[config.mk]
export PLATFORM = sky130hd
export DESIGN_NAME = mem_arbiter
export DESIGN_NICKNAME = d
export VERILOG_FILES = /design/src/rtl/mem_arb_pkg.sv /design/src/rtl/rr_arb2.sv /design/src/rtl/mem_arbiter.sv
export SDC_FILE = /design/constraint.sdc
export NUM_CORES = 1
export LEC_CHECK = 0
export CAP_MARGIN = 40
export CORE_MARGIN = 2
export CORE_UTILIZATION = 43
export CTS_CLUSTER_SIZE = 30
export DETAILED_ROUTE_END_ITERATION = 10
export GPL_ROUTABILITY_DRIVEN = 0
export PLACE_DENSITY_LB_ADDON = 0.05
export SYNTH_ARGS = -nofsm -noshare
export SYNTH_HDL_FRONTEND = slang
export SYNTH_SLANG_ARGS = --single-unit
[constraint.sdc]
create_clock -name clk -period 4.2 [get_ports clk]
set_clock_uncertainty 0.2 [all_clocks]
set_input_delay 0.84 -clock clk [delete_from_list [all_inputs] [get_ports clk]]
set_output_delay 0.84 -clock clk [all_outputs]
set_load 0.005 [all_outputs]
[src/rtl/mem_arb_pkg.sv]
// Shared types and defaults for the two-port memory arbiter.
package mem_arb_pkg;

   localparam int AW_DEF = 5;
   localparam int DW_DEF = 8;

   typedef enum logic [1:0] {
      IDLE  = 2'd0,
      ISSUE = 2'd1,
      RESP  = 2'd2
   } state_t;

   // Port 0 = CPU controller, port 1 = display/debug reader.
   typedef logic port_id_t;

endpackage

[src/rtl/rr_arb2.sv]
// Two-way round-robin pick: a lone requester wins; on a tie the port
// that did not win last time is chosen. Purely combinational.
module rr_arb2
   import mem_arb_pkg::*;
(
   input  logic [1:0] req,
   input  port_id_t   last_grant,
   output logic       valid,
   output port_id_t   grant
);

   // Pick the winner from the request vector and the previous grant.
   always_comb begin
      // NOTE: every output gets a default first so no path can infer a latch.
      valid = |req;
      grant = req[1];
      if (req == 2'b11) grant = ~last_grant;
   end

endmodule

[src/rtl/mem_arbiter.sv]
// Arbitrates a CPU port and a display/debug port onto one synchronous-read
// data memory. Each access takes ISSUE (strobe) then RESP (ack/read capture);
// the other port may chain straight from RESP into ISSUE.
module mem_arbiter
   import mem_arb_pkg::*;
#(
   parameter int AW = AW_DEF,
   parameter int DW = DW_DEF
)(
   input  logic          clk,
   input  logic          reset,
   input  logic [1:0]    req,
   input  logic [1:0]    we,
   input  logic [AW-1:0] addr0,
   input  logic [AW-1:0] addr1,
   input  logic [DW-1:0] wdata0,
   input  logic [DW-1:0] wdata1,
   output logic [1:0]    ack,
   output logic [DW-1:0] rdata,
   output logic          busy,
   output logic [AW-1:0] mem_addr,
   output logic [DW-1:0] mem_wdata,
   output logic          mem_we,
   output logic          mem_re,
   input  logic [DW-1:0] mem_rdata
);

   state_t        r_state;
   port_id_t      r_port;
   port_id_t      r_last_grant;
   logic [AW-1:0] r_addr;
   logic [DW-1:0] r_wdata;
   logic          r_we;
   logic [1:0]    r_ack;
   logic          r_mem_we;
   logic          r_mem_re;
   logic [DW-1:0] r_rdata;

   logic [1:0]    w_arb_req;
   logic          w_valid;
   port_id_t      w_grant;
   logic [AW-1:0] w_sel_addr;
   logic [DW-1:0] w_sel_wdata;
   logic          w_sel_we;

   // In RESP only the port that was not just served may be granted.
   always_comb begin
      w_arb_req = req;
      if (r_state == RESP) begin
         w_arb_req = (r_port == 1'b1) ? {1'b0, req[0]} : {req[1], 1'b0};
      end
   end

   rr_arb2 u_rr_arb2 (
      .req        (w_arb_req),
      .last_grant (r_last_grant),
      .valid      (w_valid),
      .grant      (w_grant)
   );

   // Select the winning port's request fields for latching.
   always_comb begin
      w_sel_addr  = (w_grant == 1'b1) ? addr1  : addr0;
      w_sel_wdata = (w_grant == 1'b1) ? wdata1 : wdata0;
      w_sel_we    = (w_grant == 1'b1) ? we[1]  : we[0];
   end

   // Arbiter FSM with registered strobes, acks and read-data capture.
   always_ff @(posedge clk or negedge reset) begin
      if (!reset) begin
         r_state      <= IDLE;
         r_port       <= 1'b0;
         r_last_grant <= 1'b1;
         r_addr       <= '0;
         r_wdata      <= '0;
         r_we         <= 1'b0;
         r_ack        <= 2'b00;
         r_mem_we     <= 1'b0;
         r_mem_re     <= 1'b0;
         r_rdata      <= '0;
      end else begin
         // NOTE: sequential state uses non-blocking assignments so every
         // register samples pre-edge values regardless of statement order.
         r_ack    <= 2'b00;
         r_mem_we <= 1'b0;
         r_mem_re <= 1'b0;
         case (r_state)
            IDLE, RESP: begin
               if (r_state == RESP && !r_we) r_rdata <= mem_rdata;
               if (w_valid) begin
                  r_state      <= ISSUE;
                  r_port       <= w_grant;
                  r_last_grant <= w_grant;
                  r_addr       <= w_sel_addr;
                  r_wdata      <= w_sel_wdata;
                  r_we         <= w_sel_we;
                  r_mem_we     <= w_sel_we;
                  r_mem_re     <= ~w_sel_we;
               end else begin
                  r_state <= IDLE;
               end
            end
            ISSUE: begin
               r_state <= RESP;
               r_ack   <= (r_port == 1'b1) ? 2'b10 : 2'b01;
            end
            default: r_state <= IDLE;
         endcase
      end
   end

   assign ack       = r_ack;
   assign rdata     = r_rdata;
   assign busy      = (r_state != IDLE);
   assign mem_addr  = r_addr;
   assign mem_wdata = r_wdata;
   assign mem_we    = r_mem_we;
   assign mem_re    = r_mem_re;

endmodule

==> impl_metrics.toml <==
[timing]
fin_ws_ns = 1.52
setup_violations = 0
worst_slew_pin_slew_ns = 0.380
worst_slew_margin_rel = 0.747
setup_tns_ns = 0
finalCritPeriodShare = 0.639
fmax_ghz = 0.373
hold_viol_final = 0
finalMaxSlewViolations = 0
whs_ns = 0.314
period_needed_ns = 2.68
rsz0062_at_grt = "no"

[critical_path]
crit_family = "buffers and inverters"
crit_top_cell = "mux2_2"
timing.critical_path.cells = "clkdlybuf4s50_1 -> inv_1 -> o311ai_4 -> buf_4 -> mux2_2 -> mux2_2"
cp_num_buf_inv = 3
cp.required_ns = 4.21
path_class = "input port to flip-flop"
cp_max_fo = 16
end_kind = "flip-flop"
cpPeakStageDelay_ns = 0.51
critPathSlowestCell = "clkdlybuf4s50_1"
startpoint_type = "input port"
worstPathArrival_ns = 2.69

[synthesis]
synth_cells = 88
async_flop_share = 1.00
ys_ff_latch = 30
synth-simple-area-share = 0.0477
synth_cell_types = 18
synth-xor-area-share = 0
synth.net_count = 128
synth_top_area_frac = 0.522
synth_top_family_by_area = "multiplexers"
ys_seq_area_frac = 0.541
synth.avg_cell_area_um2 = 15.8
synth.largest_area_cell = "dfrtp_1"
synth_most_common_cell = "dfrtp_1"
synth.top_cells.by_count = "dfrtp_1 (29), mux2_2 (23), mux2_4 (11)"
synth_ff_type = "dfrtp_1"
synth_edf_count = 0
synth_compound_area_frac = 0.0441
synth.area.mux_share = 0.334
yosys_warnings = 0
synth_area_um2 = 1390
ys_top_cells_by_area = "dfrtp_1 (52%), mux2_2 (19%), mux2_4 (12%), mux2i_1 (2.9%), a311oi_4 (1.9%)"
yosys.area_share.adder = 0

[cts]
cts_root_buffer = "clkbuf_4"
cts_tree = "built"
cts.sinks = 30
cts_setup_buffers = 0
ctsResizeCount = 0
cts_buffers = 5
h-tree-depth = 2
clk_latency_ns = 0.32
clk_pin_slew_worst_paths_ns = 0.10
clockBufferDepth = 2
hold_buffers = 0

[grt]
grt_overflow_total = 0
track_usage = 0.170
grt_pass1_vias = 1017
grt_pass1_wl_um = 4450
antenna_found_initial = 0
grt_max_degree = 31

[routing]
wl_per_cell_um = 13.7
drt-pass1-iter-count = 2
drc = 0
final_antenna_net_count = 0
vias = 956
drt_iter0_markers = 16
via_per_inst = 4.66
drt-total-wl_um = 2800

[layout]
area_growth_pct = 55.7
nNetsFinal = 200
antenna_cells = 0
layout-drive-gt1-share = 0.317
multiInputGateArea_um2 = 592
layout.cells.non_filler = 205
fillers = 243
register_area_um2 = 752

[worst_hold_path]
min_path_type = "flip-flop to flip-flop"

[pwr]
p_leak_nw = 0.928
p_per_area_nw_per_um2 = 644
ir_drop_v = 0.000309

[placement]
placed_cells = 197
io_buffers = 65
dpl_worst_slack_ns = 1.17
hpwl_um = 2110

[floorplan]
die_height_um = 60.9
ios = 66
die_w_um = 60.9
design.core.area_um2 = 3050
die_area_um2 = 3700
initial_core_util = 0.455
rows = 20

[job]
maxCapViolCount = 0

[outcome]
status = "completed"
worst reg2reg max path, stage by stage, from the launching register on:
cell and delay (ns):
dfrtp_1 0.46, nor2b_2 0.21, o311ai_4 0.22, buf_4 0.31
mux2_2 0.37, mux2_2 0.26
routing by layer:
layer / routed length, um / global-route usage / vias to the layer above
li1: - / - / 449
met1: 1160 / 0.201 / 463
met2: 1390 / 0.276 / 39
met3: 218 / 0.0768 / 5
met4: 31 / 0.0559 / 0
met5: 0 / 0 / -
sequential cells by signal (all words and copies together) (netlist names):
register / flops
r_state: 2
r_last_grant: 1
mem_wdata: 8
mem_re: 1
mem_we: 1
r_port: 1
rdata: 8
ack: 2
mem_addr: 5
r_we: 1
final cells by class:
class / count / area share
Multi-Input combinational cell: 51 / 0.273
Timing Repair Buffer: 68 / 0.311
Inverter: 4 / 0.00694
Sequential cell: 30 / 0.347
Tap cell: 44 / 0.0254
Clock inverter: 3 / 0.0185
Clock buffer: 5 / 0.0173
kinds of logic after synthesis:
kind of cell,after synthesis
and+or+nand+nor,10
DFF,30
buffers and inverters,7
muxes,38
AOI/OAI and AO/OA,3
stage by stage:
stage | instance area [um^2] | total power [W] | utilization
6_report | 2160 | 0.00139 | 0.709
5_1_grt | 2160 | 0.00149 | 0.709
4_1_cts | 2160 | 0.00141 | 0.709
3_5_place_dp | 2090 | 0.00119 | 0.684
3_3_place_gp | 2090 | 0.00116 | 0.684
2_1_floorplan | 1390 | 0.000850 | -
where the power goes:
group	total (W)	internal (W)	switching (W)
Clock	0.000223	0.000123	0.0000994
Sequential	0.000517	0.000434	0.0000832
Combinational	0.000654	0.000451	0.000203
final timing paths:
| path | from | endpoint | slack (ns) | cells after the start |
|---|---|---|---|---|
| worst min register to register | rdata[6]$_DFFE_PN0P_ | rdata[6]$_DFFE_PN0P_ | 0.31 | 1 |
| min in group asynchronous | reset | mem_addr[2]$_DFFE_PN0P_ | 0.70 | 2 |
| worst max-delay path | req[0] | mem_wdata[0]$_DFFE_PN0P_ | 1.52 | 6 |
| worst max register to register | r_state[1]$_DFF_PN0_ | mem_wdata[0]$_DFFE_PN0P_ | 2.08 | 5 |
| max in group asynchronous | reset | r_last_grant$_DFFE_PN1P_ | 2.79 | 2 |
| worst min-delay path | rdata[6]$_DFFE_PN0P_ | rdata[6]$_DFFE_PN0P_ | 0.31 | 1 |
cell usage in the layout, fill, tap and decap left out, types with 2 or more instances in the layout:
cell type         n
and2_1            4
inv_1             4
clkinv_2          2
mux2i_1           4
buf_4             3
nor2b_1           2
clkbuf_4          5
mux2_2           23
dfrtp_1          29
clkdlybuf4s50_1  65
mux2_4           11
Power figures use the tool's default switching activity.
